### config.mk
export PLATFORM = sky130hd
export DESIGN_NAME = axil_master_flat
export DESIGN_NICKNAME = d
export VERILOG_FILES = /design/src/rtl/axil_pkg.sv /design/src/rtl/axil_master_if.sv /design/src/rtl/axil_master.sv /design/src/flat_wrapper.sv
export SDC_FILE = /design/constraint.sdc
export NUM_CORES = 1
export LEC_CHECK = 0
export CAP_MARGIN = 30
export CORE_MARGIN = 5
export CORE_UTILIZATION = 35
export CTS_BUF_LIST = sky130_fd_sc_hd__clkbuf_4
export CTS_CLUSTER_DIAMETER = 30
export DETAILED_ROUTE_END_ITERATION = 6
export PLACE_DENSITY = 0.75
export SLEW_MARGIN = 5
export SYNTH_ARGS = -nofsm -noshare
export SYNTH_HDL_FRONTEND = slang
export SYNTH_SLANG_ARGS = --single-unit
### constraint.sdc
create_clock -name clk -period 5.4 [get_ports clk]
set_input_delay 0.81 -clock clk [delete_from_list [all_inputs] [get_ports clk]]
set_output_delay 0.81 -clock clk [all_outputs]
set_load 0.02 [all_outputs]
### src/rtl/axil_pkg.sv
// Shared AXI4-Lite response codes and bridge FSM state encoding.
package axil_pkg;

    localparam logic [1:0] RESP_OKAY   = 2'b00;
    localparam logic [1:0] RESP_EXOKAY = 2'b01;
    localparam logic [1:0] RESP_SLVERR = 2'b10;
    localparam logic [1:0] RESP_DECERR = 2'b11;

    typedef enum logic [2:0] {
        IDLE,
        WR_REQ,
        WR_RESP,
        RD_REQ,
        RD_RESP,
        RSP
    } axil_mst_state_t;

endpackage

### src/rtl/axil_master_if.sv
// AXI4-Lite five-channel bundle between the command bridge (master) and a slave.
interface axil_master_if #(
    parameter int ADDR_WIDTH = 8,
    parameter int DATA_WIDTH = 32
);
    logic [ADDR_WIDTH-1:0]   awaddr;
    logic                    awvalid;
    logic                    awready;
    logic [DATA_WIDTH-1:0]   wdata;
    logic [DATA_WIDTH/8-1:0] wstrb;
    logic                    wvalid;
    logic                    wready;
    logic [1:0]              bresp;
    logic                    bvalid;
    logic                    bready;
    logic [ADDR_WIDTH-1:0]   araddr;
    logic                    arvalid;
    logic                    arready;
    logic [DATA_WIDTH-1:0]   rdata;
    logic [1:0]              rresp;
    logic                    rvalid;
    logic                    rready;

    modport master (
        output awaddr, awvalid, wdata, wstrb, wvalid, bready, araddr, arvalid, rready,
        input  awready, wready, bresp, bvalid, arready, rdata, rresp, rvalid
    );

    modport slave (
        input  awaddr, awvalid, wdata, wstrb, wvalid, bready, araddr, arvalid, rready,
        output awready, wready, bresp, bvalid, arready, rdata, rresp, rvalid
    );
endinterface

### src/rtl/axil_master.sv
// Single-outstanding command to AXI4-Lite bridge with registered AXI and response outputs.
// Optional misaligned-address rejection is enabled by defining AXIL_MASTER_ALIGN_CHK_EN.
module axil_master
    import axil_pkg::*;
#(
    parameter int ADDR_WIDTH = 8,
    parameter int DATA_WIDTH = 32
) (
    input  logic                    clk,
    input  logic                    rst,
    input  logic                    cmd_valid,
    output logic                    cmd_ready,
    input  logic                    cmd_we,
    input  logic [ADDR_WIDTH-1:0]   cmd_addr,
    input  logic [DATA_WIDTH-1:0]   cmd_wdata,
    input  logic [DATA_WIDTH/8-1:0] cmd_wstrb,
    output logic                    rsp_valid,
    input  logic                    rsp_ready,
    output logic                    rsp_we,
    output logic [DATA_WIDTH-1:0]   rsp_rdata,
    output logic [1:0]              rsp_resp,
    axil_master_if.master           axi
);

    axil_mst_state_t state_q, state_d;
    logic aw_done_q, aw_done_d, w_done_q, w_done_d;
    logic awvalid_q, awvalid_d, wvalid_q, wvalid_d, arvalid_q, arvalid_d;
    logic bready_q, bready_d, rready_q, rready_d;
    logic rsp_valid_q, rsp_valid_d, rsp_we_q, rsp_we_d;
    logic [DATA_WIDTH-1:0]   rsp_rdata_q, rsp_rdata_d;
    logic [1:0]              rsp_resp_q, rsp_resp_d;
    logic [ADDR_WIDTH-1:0]   addr_q, addr_d;
    logic [DATA_WIDTH-1:0]   wdata_q, wdata_d;
    logic [DATA_WIDTH/8-1:0] wstrb_q, wstrb_d;
    logic                    we_q, we_d;

    logic cmd_hs, aw_hs, w_hs, b_hs, ar_hs, r_hs, misaligned;

    assign cmd_ready = (state_q == IDLE) && !rst;
    assign cmd_hs    = cmd_valid && cmd_ready;
    assign aw_hs     = awvalid_q && axi.awready;
    assign w_hs      = wvalid_q && axi.wready;
    assign b_hs      = bready_q && axi.bvalid;
    assign ar_hs     = arvalid_q && axi.arready;
    assign r_hs      = rready_q && axi.rvalid;

`ifdef AXIL_MASTER_ALIGN_CHK_EN
    localparam int STRB_W = DATA_WIDTH / 8;
    assign misaligned = (cmd_addr & ADDR_WIDTH'(STRB_W - 1)) != '0;
`else
    assign misaligned = 1'b0;
`endif

    always_comb begin
        // NOTE: every _d gets its hold value first so no path through the case infers a latch.
        state_d     = state_q;
        aw_done_d   = aw_done_q;
        w_done_d    = w_done_q;
        awvalid_d   = awvalid_q;
        wvalid_d    = wvalid_q;
        arvalid_d   = arvalid_q;
        bready_d    = bready_q;
        rready_d    = rready_q;
        rsp_valid_d = rsp_valid_q;
        rsp_we_d    = rsp_we_q;
        rsp_rdata_d = rsp_rdata_q;
        rsp_resp_d  = rsp_resp_q;
        addr_d      = addr_q;
        wdata_d     = wdata_q;
        wstrb_d     = wstrb_q;
        we_d        = we_q;

        unique case (state_q)
            IDLE: if (cmd_hs) begin
                addr_d  = cmd_addr;
                wdata_d = cmd_wdata;
                wstrb_d = cmd_wstrb;
                we_d    = cmd_we;
                if (misaligned) begin
                    state_d     = RSP;
                    rsp_valid_d = 1'b1;
                    rsp_we_d    = cmd_we;
                    rsp_rdata_d = '0;
                    rsp_resp_d  = RESP_SLVERR;
                end else if (cmd_we) begin
                    state_d   = WR_REQ;
                    awvalid_d = 1'b1;
                    wvalid_d  = 1'b1;
                    aw_done_d = 1'b0;
                    w_done_d  = 1'b0;
                end else begin
                    state_d   = RD_REQ;
                    arvalid_d = 1'b1;
                end
            end
            WR_REQ: begin
                // AW and W retire independently; B is awaited once both have landed.
                if (aw_hs) begin
                    awvalid_d = 1'b0;
                    aw_done_d = 1'b1;
                end
                if (w_hs) begin
                    wvalid_d = 1'b0;
                    w_done_d = 1'b1;
                end
                if (aw_done_d && w_done_d) begin
                    state_d  = WR_RESP;
                    bready_d = 1'b1;
                end
            end
            WR_RESP: if (b_hs) begin
                bready_d    = 1'b0;
                rsp_resp_d  = axi.bresp;
                rsp_rdata_d = '0;
                rsp_we_d    = we_q;
                rsp_valid_d = 1'b1;
                state_d     = RSP;
            end
            RD_REQ: if (ar_hs) begin
                arvalid_d = 1'b0;
                rready_d  = 1'b1;
                state_d   = RD_RESP;
            end
            RD_RESP: if (r_hs) begin
                rready_d    = 1'b0;
                rsp_rdata_d = axi.rdata;
                rsp_resp_d  = axi.rresp;
                rsp_we_d    = we_q;
                rsp_valid_d = 1'b1;
                state_d     = RSP;
            end
            RSP: if (rsp_ready) begin
                rsp_valid_d = 1'b0;
                state_d     = IDLE;
            end
            default: state_d = IDLE;
        endcase
    end

    always_ff @(posedge clk) begin
        if (rst) begin
            state_q     <= IDLE;
            aw_done_q   <= 1'b0;
            w_done_q    <= 1'b0;
            awvalid_q   <= 1'b0;
            wvalid_q    <= 1'b0;
            arvalid_q   <= 1'b0;
            bready_q    <= 1'b0;
            rready_q    <= 1'b0;
            rsp_valid_q <= 1'b0;
            rsp_we_q    <= 1'b0;
            rsp_rdata_q <= '0;
            rsp_resp_q  <= RESP_OKAY;
        end else begin
            state_q     <= state_d;
            aw_done_q   <= aw_done_d;
            w_done_q    <= w_done_d;
            awvalid_q   <= awvalid_d;
            wvalid_q    <= wvalid_d;
            arvalid_q   <= arvalid_d;
            bready_q    <= bready_d;
            rready_q    <= rready_d;
            rsp_valid_q <= rsp_valid_d;
            rsp_we_q    <= rsp_we_d;
            rsp_rdata_q <= rsp_rdata_d;
            rsp_resp_q  <= rsp_resp_d;
        end
    end

    // NOTE: the command capture registers carry no reset; they are only observed while a valid they qualify is high.
    always_ff @(posedge clk) begin
        addr_q  <= addr_d;
        wdata_q <= wdata_d;
        wstrb_q <= wstrb_d;
        we_q    <= we_d;
    end

    assign axi.awaddr  = addr_q;
    assign axi.awvalid = awvalid_q;
    assign axi.wdata   = wdata_q;
    assign axi.wstrb   = wstrb_q;
    assign axi.wvalid  = wvalid_q;
    assign axi.bready  = bready_q;
    assign axi.araddr  = addr_q;
    assign axi.arvalid = arvalid_q;
    assign axi.rready  = rready_q;

    assign rsp_valid = rsp_valid_q;
    assign rsp_we    = rsp_we_q;
    assign rsp_rdata = rsp_rdata_q;
    assign rsp_resp  = rsp_resp_q;

endmodule

### src/flat_wrapper.sv
// flat-port wrapper written by rule: the top's interface ports become plain ports
module axil_master_flat import axil_pkg::*;
#(
    parameter int ADDR_WIDTH = 8,
    parameter int DATA_WIDTH = 32
)
  (clk, rst, cmd_valid, cmd_ready, cmd_we, cmd_addr, cmd_wdata, cmd_wstrb, rsp_valid, rsp_ready, rsp_we, rsp_rdata, rsp_resp, axi_awaddr, axi_awvalid, axi_wdata, axi_wstrb, axi_wvalid, axi_bready, axi_araddr, axi_arvalid, axi_rready, axi_awready, axi_wready, axi_bresp, axi_bvalid, axi_arready, axi_rdata, axi_rresp, axi_rvalid);
  axil_master_if #(.ADDR_WIDTH(ADDR_WIDTH), .DATA_WIDTH(DATA_WIDTH)) axi_i ();
  input  logic clk;
  input  logic rst;
  input  logic cmd_valid;
  output logic cmd_ready;
  input  logic cmd_we;
  input  logic [ADDR_WIDTH-1:0] cmd_addr;
  input  logic [DATA_WIDTH-1:0] cmd_wdata;
  input  logic [DATA_WIDTH/8-1:0] cmd_wstrb;
  output logic rsp_valid;
  input  logic rsp_ready;
  output logic rsp_we;
  output logic [DATA_WIDTH-1:0] rsp_rdata;
  output logic [1:0] rsp_resp;
  output wire logic [$bits(axi_i.awaddr)-1:0] axi_awaddr;
  output wire logic [$bits(axi_i.awvalid)-1:0] axi_awvalid;
  output wire logic [$bits(axi_i.wdata)-1:0] axi_wdata;
  output wire logic [$bits(axi_i.wstrb)-1:0] axi_wstrb;
  output wire logic [$bits(axi_i.wvalid)-1:0] axi_wvalid;
  output wire logic [$bits(axi_i.bready)-1:0] axi_bready;
  output wire logic [$bits(axi_i.araddr)-1:0] axi_araddr;
  output wire logic [$bits(axi_i.arvalid)-1:0] axi_arvalid;
  output wire logic [$bits(axi_i.rready)-1:0] axi_rready;
  input wire logic [$bits(axi_i.awready)-1:0] axi_awready;
  input wire logic [$bits(axi_i.wready)-1:0] axi_wready;
  input wire logic [$bits(axi_i.bresp)-1:0] axi_bresp;
  input wire logic [$bits(axi_i.bvalid)-1:0] axi_bvalid;
  input wire logic [$bits(axi_i.arready)-1:0] axi_arready;
  input wire logic [$bits(axi_i.rdata)-1:0] axi_rdata;
  input wire logic [$bits(axi_i.rresp)-1:0] axi_rresp;
  input wire logic [$bits(axi_i.rvalid)-1:0] axi_rvalid;
  assign axi_awaddr = axi_i.awaddr;
  assign axi_awvalid = axi_i.awvalid;
  assign axi_wdata = axi_i.wdata;
  assign axi_wstrb = axi_i.wstrb;
  assign axi_wvalid = axi_i.wvalid;
  assign axi_bready = axi_i.bready;
  assign axi_araddr = axi_i.araddr;
  assign axi_arvalid = axi_i.arvalid;
  assign axi_rready = axi_i.rready;
  assign axi_i.awready = axi_awready;
  assign axi_i.wready = axi_wready;
  assign axi_i.bresp = axi_bresp;
  assign axi_i.bvalid = axi_bvalid;
  assign axi_i.arready = axi_arready;
  assign axi_i.rdata = axi_rdata;
  assign axi_i.rresp = axi_rresp;
  assign axi_i.rvalid = axi_rvalid;
  axil_master #(.ADDR_WIDTH(ADDR_WIDTH), .DATA_WIDTH(DATA_WIDTH)) u_core (.clk(clk), .rst(rst), .cmd_valid(cmd_valid), .cmd_ready(cmd_ready), .cmd_we(cmd_we), .cmd_addr(cmd_addr), .cmd_wdata(cmd_wdata), .cmd_wstrb(cmd_wstrb), .rsp_valid(rsp_valid), .rsp_ready(rsp_ready), .rsp_we(rsp_we), .rsp_rdata(rsp_rdata), .rsp_resp(rsp_resp), .axi(axi_i));
endmodule
==> impl_metrics.toml, run 1 <==
[timing]
fin_tns_setup_ns = 0
hold_viol = 0
fin_skew_ns = 0.0227
finalCriticalPeriod_ns = 2.97
maxSlewViolCount = 0
clock.fmax_mhz = 337
whs_ns = 0.492
fin_crit_sh_pct = 55.0
rsz0062_at_grt = "no"
tightest_slew_ns = 0.913
setup_violations = 0
slew_headroom_pct = 39.1

[min_path]
hp-start = "u_core.rsp_valid"
whs_endpoint = "u_core.rsp_valid"
min_path_type = "reg2reg"
hold-path-cell-count = 2

[worst_setup_path]
path_delay_family = "buffers and inverters"
path_buf_inv = 2
reg2reg_from = "u_core.state_q[2]"
critPathRequiredTime_ns = 4.59
worstSetupPathType = "in2out"
reg2reg_to = "u_core.rsp_rdata[21]"
arrival_ns = 2.16
cpPeakStageDelay_ns = 0.68
cp-end-kind = "primary output"
crit_path_max_fanout = 50
ff2ff_path_depth = 5
cp_cell_sequence = "buf_2 > nor4_1 > clkdlybuf4s50_1"
cp_slowest_cell = "buf_2"
r2r_slack_ns = 3.08
critPathLaunchType = "input pin"

[die]
initial_core_util_pct = 36.2
core_area_mm2 = 0.00933
pin_count = 184
die_area_mm2 = 0.0117
rows = 35
die_w_um = 108
fp.dieH_um = 108

[detailed_routing]
finalWirelength_um = 10100
drc = 0
drt_iter0_drc = 128
first_pass_iters = 4
vias = 2885
ant_nets = 0
vias_per_cell = 4.88
wire_per_inst_um = 17.0

[power]
irDropWorstVdd_v = 0.000210
pwr-share-comb_pct = 26.8
power.leakage_nw = 1.75
sequentialPowerShare_pct = 53.2
sw_frac_of_total_pct = 33.5
clkPwrFrac_pct = 20.0
power.switching_uw = 555
intPower_mw = 1.10
p_per_area_mw_per_mm2 = 310

[synthesis]
syn_area_mm2 = 0.00338
yosysTopAreaCellShare_pct = 40.0
synth_cell_types = 36
yosys_register_bits = 91
synth_area_leader_cell = "edfxtp_1"
synth_nets = 377
yosys_warnings = 0
synthTopCellsByArea = "edfxtp_1 40%, dfxtp_1 27%, a21oi_1 5.9%, o21ai_1 4.4%, nand2_1 4.3%"
yosysSeqAreaShare_pct = 67.3
syn_area_per_cell_um2 = 11.8
synth_cells = 287

[global_routing]
grt_pass1_vias = 2742
grt_pass1_wl_um = 14900
grt_overflow_total = 0
antenna_found_initial = 0
grtUsageTotal_pct = 16.7
grt_max_degree = 51

[placed_design]
gp_congestion = 0.747
dp_hpwl_um = 7640
portBuffers = 183
placed_cells = 573

[clocking]
postCtsHoldBufs = 0
post_cts_buffers = 0
numCtsBuffers = 9
cts_max_level = 3
clk_pin_slew_ns = 0.13
clk_latency_ns = 0.43
clock-sinks = 91
cts_tree = "done"
cts_resized = 0
cts-root-buf = "clkbuf_4"
ctsLongestPathBuffers = 2

[final_layout]
final_cell_count_no_fill = 591
drive_gt1_share_pct = 5.86
area_growth_pct = 58.3
final_nets = 546
final_util_pct = 57.3

[status]
status = "complete, no violations"

[flow_run]
maxCapViolations = 0
## how the worst max path moves through the flow
stage	startpoint	endpoint	slack, ns	cells past startpoint
after detailed placement	rst	cmd_ready	2.42	3
after global routing	rst	cmd_ready	2.30	3
after CTS	rst	cmd_ready	2.40	3
after global placement	rst	cmd_ready	2.41	3
after floorplan	rst	u_core.axi.araddr[0]	2.95	2
final	rst	cmd_ready	2.43	3
## registers in the layout, summed over array words and instances (netlist names)
name and cells:
u_core.axi.awvalid 1, u_core.axi.rready 1, u_core.aw_done_q 1, u_core.axi.bready 1, u_core.axi.araddr 8, u_core.state_q 3, u_core.we_q 1, u_core.rsp_valid 1
u_core.axi.arvalid 1, u_core.axi.wvalid 1, u_core.axi.wdata 32, u_core.w_done_q 1, u_core.axi.wstrb 4, u_core.rsp_resp 2, u_core.rsp_we 1, u_core.rsp_rdata 32
## cells by family after synthesis
kind of cell	after synthesis	synth area share, %
buffers and inverters	33	6.00
AOI/OAI and AO/OA	94	16.4
and+or+nand+nor	67	9.71
DFF	91	67.3
muxes	2	0.593
## synthesized netlist by cell type
library cell and count:
a211oi_1 2, a21oi_1 40, a221oi_1 2, a22oi_1 1, a2bb2oi_2 1, a311oi_1 2, a31oi_1 1, a32oi_1 4
a41oi_1 2, and2_1 1, and3_1 2, and4b_1 1, buf_2 9, buf_4 10, buf_6 4, clkbuf_1 5
dfxtp_1 46, edfxtp_1 45, inv_1 5, mux2i_1 2, nand2_1 39, nand2b_1 2, nand3_1 4, nand3b_1 1
nand4_1 1, nor2_1 6, nor2b_1 2, nor3_1 3, nor3b_2 2, nor3b_4 1, nor4_1 2, o2111a_1 1
o21ai_0 6, o21ai_1 30, o2bb2ai_2 1, o311ai_2 1
## area by class of cell
class                           count  area (um2)
Fill cell                         761        3980
Antenna cell                        1        2.50
Tap cell                          129         161
Timing Repair Buffer              186        1870
Inverter                            5        18.8
Clock inverter                      7        50.0
Multi-Input combinational cell    163         903
Sequential cell                    91        2270
Clock buffer                        9        67.6
## through the flow
stage	cell area (um2)	total power [mW]	setup WS [ns]
floorplan	3380	1.15	2.95
global placement	5200	1.33	2.41
detailed placement	5200	1.34	2.42
CTS	5320	1.67	2.40
global route	5340	1.75	2.30
finish	5350	1.66	2.43
## layer usage
layer | wire [um] | up-vias | GRT usage, %
li1 | - | 1371 | -
met1 | 3580 | 1367 | 18.2
met2 | 5280 | 135 | 30.2
met3 | 1070 | 12 | 6.21
met4 | 143 | 0 | 5.05
met5 | 0 | - | 0
## tightest hold or removal path: stages (launching register included)
cell and delay (ns):
dfxtp_1 0.34, o21ai_0 0.06, a21oi_1 0.06
## layout by cell type (no fill, tap or decap), types with 2 or more instances in the layout
master / n
o21ai_1: 30
edfxtp_1: 45
nor3b_2: 2
nor3_1: 3
clkinvlp_4: 2
nor2b_1: 2
clkbuf_4: 9
inv_1: 5
nand2b_1: 2
a211oi_1: 2
nand2_1: 39
o21ai_0: 6
a311oi_1: 2
dfxtp_1: 45
nor4_1: 2
a221oi_1: 2
nand3_1: 4
clkdlybuf4s50_1: 182
nor2_1: 6
a41oi_1: 2
inv_6: 2
buf_4: 2
mux2i_1: 2
a21oi_1: 40
a32oi_1: 4
## power by group through the flow
stage	Combinational, mW	Sequential (mW)	Clock [mW]
floorplan	0.263	0.890	0
global placement	0.430	0.896	0
detailed placement	0.438	0.898	0
CTS	0.440	0.883	0.346
global route	0.478	0.894	0.375
finish	0.444	0.881	0.332
(Power assumes the default switching activity.)
==> run 2: changes to the inputs <==
==> constraint.sdc (replaced) <==
create_clock -name clk -period 3.1 [get_ports clk]
set_input_delay 0.465 -clock clk [delete_from_list [all_inputs] [get_ports clk]]
set_output_delay 0.465 -clock clk [all_outputs]
set_load 0.02 [all_outputs]
==> run 2 against run 1 <==
Net effect: utilization up 0.15 points; clock power rose by 82%; highest routed layer unchanged; die area stayed put; first-iteration DRC count is 8.6% higher; combinational power grew 76%; via count fell by 0.31%; clock-buffer cell count unchanged; global-route usage rose by 0.35 points; largest power group unchanged.
==> impl_metrics.toml, run 2 (synthesis gave the netlist of run 1 again) <==
[status]
status = "complete, no violations"

[clocking]
ctsLongestPathBuffers = 2
cts_max_level = 3
clk_pin_slew_ns = 0.15
postCtsHoldBufs = 0
cts_resized = 0
cts-root-buf = "clkbuf_4"
post_cts_buffers = 0
numCtsBuffers = 9
clock-sinks = 91
clk_latency_ns = 0.43
cts_tree = "done"

[worst_setup_path]
critPathRequiredTime_ns = 2.63
crit_path_max_fanout = 49
r2r_slack_ns = 0.88
arrival_ns = 2.10
reg2reg_to = "u_core.rsp_rdata[15]"
reg2reg_from = "u_core.state_q[2]"
startpoint = "u_core.state_q[0]"
cp-end-kind = "primary output"
ff2ff_path_depth = 5
worstSetupPathType = "reg2out"
critPathLaunchType = "flip-flop"

[min_path]
hold-path-cell-count = 2
whs_endpoint = "u_core.rsp_rdata[8]"
hp-start = "u_core.rsp_rdata[8]"
min_path_type = "reg2reg"

[die]
rows = 35
fp.dieH_um = 108
die_w_um = 108
initial_core_util_pct = 36.2
core_area_mm2 = 0.00933
pin_count = 184
die_area_mm2 = 0.0117

[timing]
slew_headroom_pct = 39.5
maxSlewViolCount = 0
setup_violations = 0
finalCriticalPeriod_ns = 2.57
clock.fmax_mhz = 390
whs_ns = 0.492
setup_slack_ns = 0.534
rsz0062_at_grt = "no"
fin_crit_sh_pct = 82.8
hold_viol = 0
fin_skew_ns = 0.0247
fin_tns_setup_ns = 0
tightest_slew_ns = 0.907

[final_layout]
drive_gt1_share_pct = 6.47
area_growth_pct = 58.7
final_nets = 549
final_cell_count_no_fill = 593
antenna_cells = 0
final_util_pct = 57.5
final_cell_mix = "182 x clkdlybuf4s50_1, 45 x dfxtp_1, 45 x edfxtp_1"
layout_commonest_cell = "clkdlybuf4s50_1"

[power]
p_per_area_mw_per_mm2 = 545
irDropWorstVdd_v = 0.000292
power.leakage_nw = 1.76

[global_routing]
grtUsageTotal_pct = 17.1
grt_overflow_total = 0
grt_max_degree = 50
grt_pass1_wl_um = 15300
antenna_found_initial = 0
grt_pass1_vias = 2852

[detailed_routing]
wire_per_inst_um = 17.3
finalWirelength_um = 10300
vias_per_cell = 4.85
first_pass_iters = 4
drt_iter0_drc = 139
drc = 0
vias = 2876
ant_nets = 0

[placed_design]
gp_congestion = 0.805
post-place-ws_ns = 0.890
placed_cells = 577
portBuffers = 183
dp_hpwl_um = 7950

[flow_run]
maxCapViolations = 0
-- run 2: critical path, stage by stage (launching register included) --
cell             delay [ns]
dfxtp_2                0.62
nor4_1                 0.40
clkdlybuf4s50_1        0.67
-- run 2: how the worst max path moves through the flow --
stage / end / slack (ns) / depth (start not counted)
6_report: cmd_ready / 0.53 / 2
3_3_place_gp: cmd_ready / 0.99 / 2
4_1_cts: cmd_ready / 0.48 / 2
5_1_grt: cmd_ready / 0.38 / 2
3_5_place_dp: u_core.rsp_rdata[15] / 0.89 / 5
2_1_floorplan: u_core.axi.araddr[0] / 0.78 / 3
-- run 2: metal layers --
metal / vias up / wire length (um) / track usage, %
li1: 1378 / - / -
met1: 1343 / 3890 / 19.0
met2: 139 / 5260 / 30.6
met3: 16 / 917 / 4.84
met4: 0 / 216 / 7.12
met5: - / 0 / 0
-- run 2: final cells by class --
| type | count | area [um2] |
|---|---|---|
| fillers | 826 | 3970 |
| repair buffers | 189 | 1870 |
| well taps | 129 | 161 |
| flip-flops and latches | 91 | 2270 |
| multi-input cells | 163 | 903 |
| clock buffers | 9 | 67.6 |
| inverters | 5 | 18.8 |
| clock inverters | 7 | 63.8 |
-- run 2: where the power goes --
part           internal, mW  switching [mW]  total, mW
logic                 0.372           0.410      0.781
clock network         0.179           0.424      0.603
registers              1.38           0.152       1.53
-- run 2: per-stage QoR --
step / cell area (um2) / power [mW]
2_1_floorplan: 3380 / 2.01
3_3_place_gp: 5230 / 2.32
3_5_place_dp: 5230 / 2.34
4_1_cts: 5360 / 2.95
5_1_grt: 5360 / 3.07
6_report: 5360 / 2.92
==> run 3: changes to the inputs <==
==> constraint.sdc (replaced) <==
create_clock -name clk -period 2.4 [get_ports clk]
set_input_delay 0.36 -clock clk [delete_from_list [all_inputs] [get_ports clk]]
set_output_delay 0.36 -clock clk [all_outputs]
set_load 0.02 [all_outputs]
==> run 3 against run 2 <==
Net effect: cell area up 1.1%; power is 35% higher; first-iteration DRC count is 12% higher; critical path depth is the same; largest cell class unchanged; highest routed layer unchanged.
==> impl_metrics.toml, run 3 (synthesis gave the netlist of run 1 again) <==
[clocking]
cts_resized = 0
post_cts_buffers = 0
postCtsHoldBufs = 0
cts_max_level = 3
cts-root-buf = "clkbuf_4"
clk_pin_slew_ns = 0.16
clk_latency_ns = 0.43
clock-sinks = 91
numCtsBuffers = 9
cts_tree = "done"
ctsLongestPathBuffers = 2

[final_layout]
final_cell_count_no_fill = 595
layout_commonest_cell = "clkdlybuf4s50_1"
drive_gt1_share_pct = 7.08
area_growth_pct = 60.4
stdcell_area_mm2 = 0.00542
final_nets = 551
antenna_cells = 0
final_cell_mix = "182 x clkdlybuf4s50_1, 45 x dfxtp_1, 45 x edfxtp_1"

[detailed_routing]
drt_iter0_drc = 156
finalWirelength_um = 10200
top_layer_used = "met4"
wl_met2_um = 5110
wl_met3_um = 1120
vias_per_cell = 4.82
wire_per_inst_um = 17.2
drc = 0
vias = 2865
ant_nets = 0
first_pass_iters = 4
met1_length_um = 3800

[die]
rows = 35
fp.dieH_um = 108
core_area_mm2 = 0.00933
pin_count = 184
die_w_um = 108
die_area_mm2 = 0.0117
initial_core_util_pct = 36.2

[power]
power.switching_mw = 1.32
irDropWorstVdd_v = 0.000455
p_per_area_mw_per_mm2 = 729
intPower_mw = 2.63
clkPwrFrac_pct = 23.5
sequentialPowerShare_pct = 48.3
power.leakage_nw = 1.79
sw_frac_of_total_pct = 33.4
pwr-share-comb_pct = 28.3

[timing]
finalCriticalPeriod_ns = 2.24
fin_crit_sh_pct = 93.4
hold_viol = 0
setup_slack_ns = 0.158
slew_headroom_pct = 69.5
fin_tns_setup_ns = 0
rsz0062_at_grt = "no"
setup_violations = 0
tightest_slew_ns = 0.457
clock.fmax_mhz = 446
whs_ns = 0.175
maxSlewViolCount = 0
fin_skew_ns = 0.0191

[worst_setup_path]
cp_slowest_cell = "clkdlybuf4s50_1"
reg2reg_from = "u_core.state_q[1]"
arrival_ns = 1.88
cpPeakStageDelay_ns = 0.66
critPathRequiredTime_ns = 2.04
startpoint = "u_core.state_q[2]"
path_delay_family = "buffers and inverters"
cp-end-kind = "primary output"
worstSetupPathType = "reg2out"
critPathLaunchType = "flip-flop"
path_buf_inv = 1
crit_path_max_fanout = 12
cp_cell_sequence = "nor4_1 > clkdlybuf4s50_1"

[min_path]
hp-start = "rst"
min_path_type = "in2reg"

[global_routing]
grt_pass1_wl_um = 15200
grt_max_degree = 47
antenna_found_initial = 0
grt_pass1_vias = 2849
grtUsageTotal_pct = 16.9
grt_overflow_total = 0

[status]
status = "complete, no violations"

[flow_run]
maxCapViolations = 0

[placed_design]
post-place-ws_ns = 0.553
place_area_mm2 = 0.00526
portBuffers = 183
placed_cells = 579
dp_hpwl_um = 7730
gp_congestion = 0.849
[run 3: cell types whose count changed in the layout (fill, tap and decap cells not counted), sizes merged]
cell / delta
buf: +2
bufinv: +1
clkinvlp: -2
inv: +1
[run 3: final timing paths]
check / end / slack [ns] / depth (start not counted)
max: cmd_ready / 0.16 / 2
min: u_core.w_done_q / 0.18 / 2
max reg2reg: u_core.state_q[0] / 0.56 / 4
min reg2reg: u_core.rsp_rdata[21] / 0.49 / 2
[run 3: power groups by stage]
| stage | sequential, mW | combinational, mW | clock, mW |
|---|---|---|---|
| 6_report | 1.90 | 1.12 | 0.927 |
| 5_1_grt | 1.92 | 1.19 | 1.04 |
| 4_1_cts | 1.90 | 1.12 | 0.962 |
| 3_5_place_dp | 1.94 | 1.12 | 0 |
| 3_3_place_gp | 1.93 | 1.10 | 0 |
| 2_1_floorplan | 2.00 | 0.591 | 0 |
[run 3: through the flow]
| step | power [mW] | utilization, % |
|---|---|---|
| after detailed placement | 3.05 | 56.4 |
| final | 3.95 | 58.1 |
| after global routing | 4.15 | 58.1 |
| after CTS | 3.99 | 58.1 |
| after floorplan | 2.59 | - |
| after global placement | 3.03 | 56.4 |
[run 3: area by class of cell]
class	instances	area, um2
Clock buffer	9	67.6
Clock inverter	7	92.6
Fill cell	789	3910
Inverter	5	18.8
Multi-Input combinational cell	163	903
Sequential cell	91	2270
Tap cell	129	161
Timing Repair Buffer	191	1900
[run 3: metal layers]
layer / vias to the layer above / global-route usage, %
li1: 1383 / -
met1: 1319 / 18.7
met2: 146 / 29.7
met3: 17 / 6.15
met4: 0 / 6.67
met5: - / 0
